## src/rtl/pipe_ctrl_pkg.sv

```systemverilog
// rtl/pipe_ctrl_pkg.sv - shared types and constants for the pipeline hazard controller
// Purpose: FSM state encoding, default register-number width, register-0 index.
package pipe_ctrl_pkg;

   localparam int REG_W    = 3;
   localparam int REG_ZERO = 0;   // writes to r0 are discarded, so r0 never carries a hazard

   typedef enum logic [1:0] {
      RUN      = 2'd0,
      MEM_WAIT = 2'd1,
      ERROR    = 2'd2
   } state_e;

endpackage

```

## src/rtl/load_use_detect.sv

```systemverilog
// rtl/load_use_detect.sv - combinational load-use hazard comparator
// Purpose: flags an ID-stage instruction that reads the register a load in EX is about to write.
// Ports:
//   id_rs, id_rt  source registers of the instruction in ID
//   id_uses_rt    ID instruction actually reads rt
//   ex_MemRead    instruction in EX is a load
//   ex_rt         load destination register
//   load_use      hazard present this cycle
module load_use_detect #(
   parameter int REG_W = pipe_ctrl_pkg::REG_W
) (
   input  logic [REG_W-1:0] id_rs,
   input  logic [REG_W-1:0] id_rt,
   input  logic             id_uses_rt,
   input  logic             ex_MemRead,
   input  logic [REG_W-1:0] ex_rt,
   output logic             load_use
);
   import pipe_ctrl_pkg::*;

   logic rs_hit;
   logic rt_hit;

   assign rs_hit   = (ex_rt == id_rs);
   // rt only matters when the ID instruction uses it as a source (not as a destination)
   assign rt_hit   = id_uses_rt & (ex_rt == id_rt);
   assign load_use = ex_MemRead & (ex_rt != REG_W'(REG_ZERO)) & (rs_hit | rt_hit);

endmodule

```

## src/rtl/pipeline_hazard_ctrl.sv

```systemverilog
// rtl/pipeline_hazard_ctrl.sv - pipeline register sequencing, hazard stall, branch flush, memory freeze
// Purpose: drives per-stage write/flush enables and pc_src for a 5-stage pipeline, tracks slow
//          data-memory waits with a timeout, and keeps saturating stall/flush statistics.
// Ports:
//   clk, rst                        clock, synchronous active-high reset
//   id_rs, id_rt, id_uses_rt        ID-stage source registers
//   ex_MemRead, ex_rt               load in EX and its destination
//   mem_access, mem_ready           MEM-stage memory access and completion
//   mem_branch_taken                branch resolved taken in MEM
//   pc_write, pc_src                PC load enable and branch-target select
//   *_write, *_flush                per-stage register load / bubble enables
//   err, state                      sticky timeout error, current FSM state
//   stall_cnt, flush_cnt            saturating event counters
module pipeline_hazard_ctrl #(
   parameter int REG_W       = pipe_ctrl_pkg::REG_W,
   parameter int CNT_W       = 16,
   parameter int MEM_TIMEOUT = 64
) (
   input  logic             clk,
   input  logic             rst,
   input  logic [REG_W-1:0] id_rs,
   input  logic [REG_W-1:0] id_rt,
   input  logic             id_uses_rt,
   input  logic             ex_MemRead,
   input  logic [REG_W-1:0] ex_rt,
   input  logic             mem_access,
   input  logic             mem_ready,
   input  logic             mem_branch_taken,
   output logic             pc_write,
   output logic             pc_src,
   output logic             if_id_write,
   output logic             if_id_flush,
   output logic             id_ex_write,
   output logic             id_ex_flush,
   output logic             ex_mem_write,
   output logic             ex_mem_flush,
   output logic             mem_wb_flush,
   output logic             err,
   output logic [1:0]       state,
   output logic [CNT_W-1:0] stall_cnt,
   output logic [CNT_W-1:0] flush_cnt
);
   import pipe_ctrl_pkg::*;

   localparam int WAIT_W = (MEM_TIMEOUT < 2) ? 1 : $clog2(MEM_TIMEOUT + 1);
   localparam logic [WAIT_W-1:0] WAIT_LAST = (MEM_TIMEOUT == 0) ? '0 : WAIT_W'(MEM_TIMEOUT - 1);

   state_e            state_q;
   logic [WAIT_W-1:0] wait_cnt_q;
   logic              err_q;
   logic [CNT_W-1:0]  stall_cnt_q, stall_cnt_d;
   logic [CNT_W-1:0]  flush_cnt_q, flush_cnt_d;

   logic load_use;
   logic freeze;
   logic stall_apply;
   logic flush_apply;

   load_use_detect #(.REG_W(REG_W)) u_lud (
      .id_rs      (id_rs),
      .id_rt      (id_rt),
      .id_uses_rt (id_uses_rt),
      .ex_MemRead (ex_MemRead),
      .ex_rt      (ex_rt),
      .load_use   (load_use)
   );

   // Mealy control: outputs follow inputs in the same cycle
   always_comb begin
      pc_write     = 1'b1;
      pc_src       = 1'b0;
      if_id_write  = 1'b1;
      if_id_flush  = 1'b0;
      id_ex_write  = 1'b1;
      id_ex_flush  = 1'b0;
      ex_mem_write = 1'b1;
      ex_mem_flush = 1'b0;
      mem_wb_flush = 1'b0;
      freeze       = 1'b0;
      stall_apply  = 1'b0;
      flush_apply  = 1'b0;

      if (rst) begin
         pc_write     = 1'b0;
         if_id_write  = 1'b0;
         id_ex_write  = 1'b0;
         ex_mem_write = 1'b0;
         if_id_flush  = 1'b1;
         id_ex_flush  = 1'b1;
         ex_mem_flush = 1'b1;
         mem_wb_flush = 1'b1;
      end else begin
         case (state_q)
            RUN:      freeze = mem_access & ~mem_ready;
            MEM_WAIT: freeze = ~mem_ready;
            default:  freeze = 1'b1;
         endcase

         if (freeze) begin
            // Whole pipe holds; only MEM/WB takes a bubble so WB does not repeat an instruction.
            // A pending branch stays in EX/MEM and is acted on once memory completes.
            pc_write     = 1'b0;
            if_id_write  = 1'b0;
            id_ex_write  = 1'b0;
            ex_mem_write = 1'b0;
            mem_wb_flush = 1'b1;
         end else if (mem_branch_taken) begin
            // The load-use instruction, if any, is on the wrong path and gets flushed here.
            pc_src       = 1'b1;
            if_id_flush  = 1'b1;
            id_ex_flush  = 1'b1;
            ex_mem_flush = 1'b1;
            flush_apply  = 1'b1;
         end else if (load_use) begin
            // Next cycle the load has moved to MEM, so the hazard clears after one bubble.
            pc_write     = 1'b0;
            if_id_write  = 1'b0;
            id_ex_flush  = 1'b1;
            stall_apply  = 1'b1;
         end
      end
   end

   assign stall_cnt_d = (stall_apply && stall_cnt_q != '1) ? stall_cnt_q + CNT_W'(1) : stall_cnt_q;
   assign flush_cnt_d = (flush_apply && flush_cnt_q != '1) ? flush_cnt_q + CNT_W'(1) : flush_cnt_q;

   always_ff @(posedge clk) begin
      if (rst) begin
         state_q     <= RUN;
         wait_cnt_q  <= '0;
         err_q       <= 1'b0;
         stall_cnt_q <= '0;
         flush_cnt_q <= '0;
      end else begin
         stall_cnt_q <= stall_cnt_d;
         flush_cnt_q <= flush_cnt_d;
         case (state_q)
            RUN: begin
               if (freeze) begin
                  state_q    <= MEM_WAIT;
                  wait_cnt_q <= WAIT_W'(1);
               end
            end
            MEM_WAIT: begin
               if (!mem_ready) begin
                  if (MEM_TIMEOUT != 0 && wait_cnt_q >= WAIT_LAST) begin
                     state_q <= ERROR;
                     err_q   <= 1'b1;
                  end else if (wait_cnt_q != '1) begin
                     wait_cnt_q <= wait_cnt_q + WAIT_W'(1);
                  end
               end else begin
                  state_q    <= RUN;
                  wait_cnt_q <= '0;
               end
            end
            default: begin
               state_q <= ERROR;
               err_q   <= 1'b1;
            end
         endcase
      end
   end

   assign err       = err_q;
   assign state     = state_q;
   assign stall_cnt = stall_cnt_q;
   assign flush_cnt = flush_cnt_q;

endmodule

```

## config.mk

```make
export PLATFORM = sky130hd
export DESIGN_NAME = pipeline_hazard_ctrl
export DESIGN_NICKNAME = d
export VERILOG_FILES = /design/src/rtl/pipe_ctrl_pkg.sv /design/src/rtl/load_use_detect.sv /design/src/rtl/pipeline_hazard_ctrl.sv
export SDC_FILE = /design/constraint.sdc
export NUM_CORES = 1
export LEC_CHECK = 0
export ABC_CLOCK_PERIOD_IN_PS = 3000
export CELL_PAD_IN_SITES_DETAIL_PLACEMENT = 1
export CELL_PAD_IN_SITES_GLOBAL_PLACEMENT = 2
export CORE_UTILIZATION = 36
export DETAILED_ROUTE_END_ITERATION = 16
export DONT_BUFFER_PORTS = 1
export PLACE_DENSITY_LB_ADDON = 0.1
export SYNTH_ARGS = -nofsm -noshare
export SYNTH_HDL_FRONTEND = slang
export SYNTH_SLANG_ARGS = --single-unit
```

## constraint.sdc

```tcl
create_clock -name clk -period 3 [get_ports clk]
set_clock_uncertainty 0.1 [all_clocks]
set_input_delay 0.6 -clock clk [delete_from_list [all_inputs] [get_ports clk]]
set_output_delay 0.6 -clock clk [all_outputs]
set_load 0.02 [all_outputs]
```

==> results of run 1 <==
sequential cells by signal (all words and copies together) (netlist names):
signal,flops
state,2
err,1
stall_cnt,16
flush_cnt,16
wait_cnt_q,7
cell usage in the layout (no fill, tap or decap), types with 2 or more instances in the layout:
| cell | instances |
|---|---|
| buf_4 | 6 |
| mux2i_1 | 2 |
| o311ai_0 | 2 |
| o21ai_0 | 8 |
| o31ai_1 | 10 |
| xor2_1 | 3 |
| a211oi_1 | 3 |
| clkbuf_8 | 5 |
| dfxtp_1 | 42 |
| and3_1 | 2 |
| a31oi_1 | 2 |
| nor4_1 | 13 |
| clkinv_2 | 2 |
| o21bai_1 | 2 |
| nor2_1 | 33 |
| nand4b_1 | 2 |
| inv_1 | 9 |
| nand4_1 | 8 |
| nand2_1 | 16 |
| and4_1 | 7 |
| a21oi_1 | 21 |
| o41ai_1 | 2 |
| and2_1 | 3 |
| nand3_1 | 15 |
| nor2b_1 | 4 |
| nor3_1 | 7 |
| mux2_2 | 2 |
| xnor2_1 | 15 |
| o211ai_1 | 2 |
| ha_1 | 3 |
| or4_1 | 10 |
| nand2b_1 | 3 |
| or3_1 | 5 |
power by group through the flow:
stage          clock, W  sequential, W  combinational [W]
3_3_place_gp          0       0.000582          0.0000689
6_report       0.000460       0.000569          0.0000690
5_1_grt        0.000493       0.000570          0.0000784
3_5_place_dp          0       0.000582          0.0000700
4_1_cts        0.000477       0.000569          0.0000702
2_1_floorplan         0       0.000580          0.0000690
per-stage QoR:
step | hold WS (ns) | cell area [um2] | util | worst slack (ns) | std cells
detailed placement | 0.379 | 2380 | 0.393 | 0.382 | 351
global route | 0.238 | 2490 | 0.411 | 0.218 | 359
floorplan | 0.355 | 2320 | - | 0.256 | 285
CTS | 0.243 | 2490 | 0.411 | 0.382 | 359
global placement | 0.371 | 2380 | 0.393 | 0.408 | 351
finish | 0.255 | 2490 | 0.411 | 0.423 | 359
critical path, delay by kind of cell:
kind,cells,cell delay [ns]
buf+inv,1,0.18
xor+xnor,1,0.09
simple gates,3,0.40
compound gates,1,0.59
cells by family after synthesis:
| family | Yosys count | synth area share |
|---|---|---|
| AO/OA/AOI/OAI | 57 | 0.155 |
| XOR/XNOR | 18 | 0.0679 |
| adder cells (fa/ha/maj) | 3 | 0.0162 |
| buffers and inverters | 24 | 0.0479 |
| flip-flops | 42 | 0.362 |
| multiplexers | 4 | 0.0183 |
| AND/OR/NAND/NOR | 137 | 0.332 |
layer usage:
layer / wire length (um) / vias to the layer above
li1: - / 1063
met4: 68 / 0
met5: 0 / -
met2: 2660 / 43
met1: 3110 / 1003
met3: 289 / 6
path summary, 6_finish.rpt:
check	start	to	cells past startpoint
worst max register to register	state[0]$_SDFFE_PP0P_	stall_cnt[10]$_SDFFE_PP0P_	5
worst min register to register	wait_cnt_q[1]$_SDFFE_PP0P_	wait_cnt_q[1]$_SDFFE_PP0P_	2
worst min-delay path	rst	stall_cnt[0]$_SDFFE_PP0P_	1
worst max-delay path	id_rt[1]	pc_write	6
final cells by class:
type	count	share of cell area
Tap cell	75	0.0377
Timing Repair Buffer	6	0.0181
Clock buffer	5	0.0276
Multi-Input combinational cell	219	0.550
Clock inverter	3	0.0161
Sequential cell	42	0.337
Inverter	9	0.0136
==> flow_summary.toml, run 1 <==
[power]
netSwitchingPower_w = 0.000268
ir_drop_mv = 0.237
leakagePower_nw = 0.770
sw_frac_of_total = 0.244
p_clk_frac = 0.419
p_total_w = 0.00110
comb_power_share = 0.063
power.density_mw_per_mm2 = 441
p_seq_frac = 0.518
intPower_w = 0.000830

[worst_setup_path]
required_ns = 2.30
crit_top_cell = "nor2_1"
cp-start-kind = "primary input"
reg2reg_setup_slack_ns = 0.46
worstPathArrival_ns = 1.88
path_class = "primary input to output pin"
end_kind = "output pin"
slowest_delay_ns = 0.59
path_cells = "xnor2_1 > and4_1 > o21ai_1 > nor2_1 > nor2_1 > buf_4"
critical-path-slowest-cell = "o21ai_1"
cp_max_fo = 11

[run_status]
status = "finished clean"

[die]
initial_core_util = 0.383
pin_count = 60
die_x_um = 82.3
die_y_um = 82.3
num_rows = 28
dieArea_mm2 = 0.00678
core_area_mm2 = 0.00606

[drt]
routed_wl_um = 6120
via_per_inst = 5.89
ant_nets = 0
drc = 0
drt_iter0_drc = 55
wl_per_cell_um = 17.1
dr.pass1.iters = 4
vias = 2115

[timing]
min_period_over_period = 0.859
slew_headroom = 0.415
setup_viol = 0
rsz0062_at_grt = "false"
finalCriticalPeriod_ns = 2.58
fmax_ghz = 0.388
slew_viol_final = 0
setup_tns_ns = 0
tightest_slew_ns = 0.874
hold_viol = 0

[global_routing]
met3_usage = 0.0538
grt_use_met1 = 0.260
grt_pass1_vias = 2084
grt.busiest_layer = "met2"
grt_pass1_wl_um = 9980
grt-ovfl-total = 0
grt_usage = 0.194
antenna_found_initial = 0
grt_use_met2 = 0.301
grt_max_degree = 46

[min_path]
hold_path_class = "primary input to register"

[cts]
cts_num_sinks = 42
postCtsResizedCells = 0
clkLatencyLatePin_ns = 0.30
cts_root_buffer = "clkbuf_8"
hold_buffers = 0
htreeDepth = 2
cts_tree = "built"
cts_buffers = 5
post-cts-setup-buffer-count = 0
cts.clk_slew.worst_paths_ns = 0.09
clockBufferDepth = 2

[synth]
synth_area_leaders = "dfxtp_1, xnor2_1, nor2_1, a21oi_1, nor4_1"
yosysSeqAreaShare = 0.362
synth_most_common_cell = "dfxtp_1"
synth_cell_types = 48
synth_top_area_frac = 0.362
synth_top_area_cell = "dfxtp_1"
yosysWarnings = 0
syn_area_per_cell_um2 = 8.15
syn_inst = 285
synthesis.nets = 304
ys_ff_latch = 42
synth_edf_count = 0
synthesis.area_mm2 = 0.00232
ys.flop_type = "dfxtp_1"
synthTopCellsByCount = "dfxtp_1, nor2_1, a21oi_1"
async_reset_ff_frac = 0

[flow_run]
maxCapViolations = 0

[layout]
diodes = 0
fillers = 750
nets = 302
drive_gt1_frac = 0.0739
area_growth_pct = 7.33
seq_area_um2 = 841
multiInputGateArea_mm2 = 0.00137

[placed_design]
gp_congestion = 0.737
dp_hpwl_um = 4360
port_buffers = 0
Power figures use the tool's default switching activity.
==> run 2, diff against run 1 <==
- REMOVE_ABC_BUFFERS: default -> 1
==> flow_summary.toml, run 2 (same netlist as run 1, synthesis figures left out) <==
[timing]
setup_viol = 0
tightest_slew_ns = 0.859
finalCriticalPeriod_ns = 2.48
rsz0062_at_grt = "false"
min_period_over_period = 0.828
slew_viol_final = 0
hold_ws_ns = 0.247
setup_tns_ns = 0
fmax_ghz = 0.402
slew_headroom = 0.425
hold_viol = 0

[drt]
vias = 2114
drt_iter0_drc = 61
routed_wl_um = 6130
drc = 0
wl_per_cell_um = 17.0
ant_nets = 0
dr.pass1.iters = 4
via_per_inst = 5.86

[placed_design]
dp_cells = 353
dp_hpwl_um = 4390
placed_area_mm2 = 0.00240
gp_congestion = 0.728
port_buffers = 0

[global_routing]
grt_max_degree = 46
antenna_found_initial = 0
grt_pass1_wl_um = 9690
grt_pass1_vias = 1988
grt-ovfl-total = 0
grt_usage = 0.189

[worst_setup_path]
cp-start-kind = "register"
worstPathArrival_ns = 2.62
path_class = "register to register"
r2r_cells = 5
required_ns = 3.14
end_kind = "register"
cp_max_fo = 12

[layout]
diodes = 0
multiInputGateArea_mm2 = 0.00137
fillers = 746
drive_gt1_frac = 0.0804
seq_area_um2 = 841
fin_cells = 361
nets = 304
area_growth_pct = 7.38
stdcell_area_mm2 = 0.00249
layout_commonest_cell = "dfxtp_1"
layout_common_cells = "dfxtp_1, nor2_1, a21oi_1, nand2_1"

[cts]
htreeDepth = 2
cts.clk_slew.worst_paths_ns = 0.09
post-cts-setup-buffer-count = 0
cts_root_buffer = "clkbuf_8"
cts_buffers = 5
hold_buffers = 0
cts_num_sinks = 42
clockBufferDepth = 2
clkLatencyLatePin_ns = 0.31
postCtsResizedCells = 0
cts_tree = "built"

[flow_run]
maxCapViolations = 0

[min_path]
hold_path_class = "primary input to register"
hold_depth = 1

[die]
die_y_um = 82.3
die_x_um = 82.3
num_rows = 28
initial_core_util = 0.383
core_area_mm2 = 0.00606
pin_count = 60
dieArea_mm2 = 0.00678

[power]
leakagePower_nw = 0.769
ir_drop_mv = 0.211
power.density_mw_per_mm2 = 417
p_total_w = 0.00104

[run_status]
status = "finished clean"
run 2: cell types whose count changed in the layout (fill, tap and decap cells not counted):
cell,previous run,this run
buf_4,6,8
bufinv_16,1,0
clkbuf_8,5,6
clkinv_2,2,1
clkinvlp_4,0,1
run 2: power breakdown:
group / internal, W / switching (W)
Sequential: 0.000560 / 0.00000823
Clock: 0.000185 / 0.000215
Combinational: 0.0000253 / 0.0000462
run 2: area by class of cell:
| class | count | area share |
|---|---|---|
| clock buffer | 6 | 0.0331 |
| clock inverter | 2 | 0.00502 |
| inverter | 9 | 0.0135 |
| multi-input combinational | 219 | 0.549 |
| sequential | 42 | 0.337 |
| tap | 75 | 0.0376 |
| timing repair buffer | 8 | 0.0241 |
run 2: routing by layer:
layer | part of all wire | global-route usage | vias up
li1 | - | - | 1062
met1 | 0.46 | 0.241 | 1005
met2 | 0.47 | 0.306 | 41
met3 | 0.058 | 0.0560 | 6
met4 | 0.012 | 0.0579 | 0
met5 | 0 | 0 | -
run 2: worst max-delay path, stage by stage (launching register included):
cell and delay, ns:
dfxtp_1 0.46, o21ba_1 0.29, or4b_1 0.54, o21bai_1 0.35, or4_1 0.54, a21oi_1 0.15
run 2: worst paths after layout:
path / start / to / slack, ns
max: state[0]$_SDFFE_PP0P_ / stall_cnt[4]$_SDFFE_PP0P_ / 0.52
min: rst / flush_cnt[9]$_SDFFE_PP0P_ / 0.25
max reg2reg: state[0]$_SDFFE_PP0P_ / stall_cnt[4]$_SDFFE_PP0P_ / 0.52
min reg2reg: wait_cnt_q[6]$_SDFFE_PP0P_ / wait_cnt_q[6]$_SDFFE_PP0P_ / 0.39
run 2: through the flow:
stage               worst slack, ns   util
floorplan                     0.251      -
global placement              0.480  0.396
detailed placement            0.444  0.396
CTS                           0.498  0.411
global route                  0.346  0.411
finish                        0.515  0.411
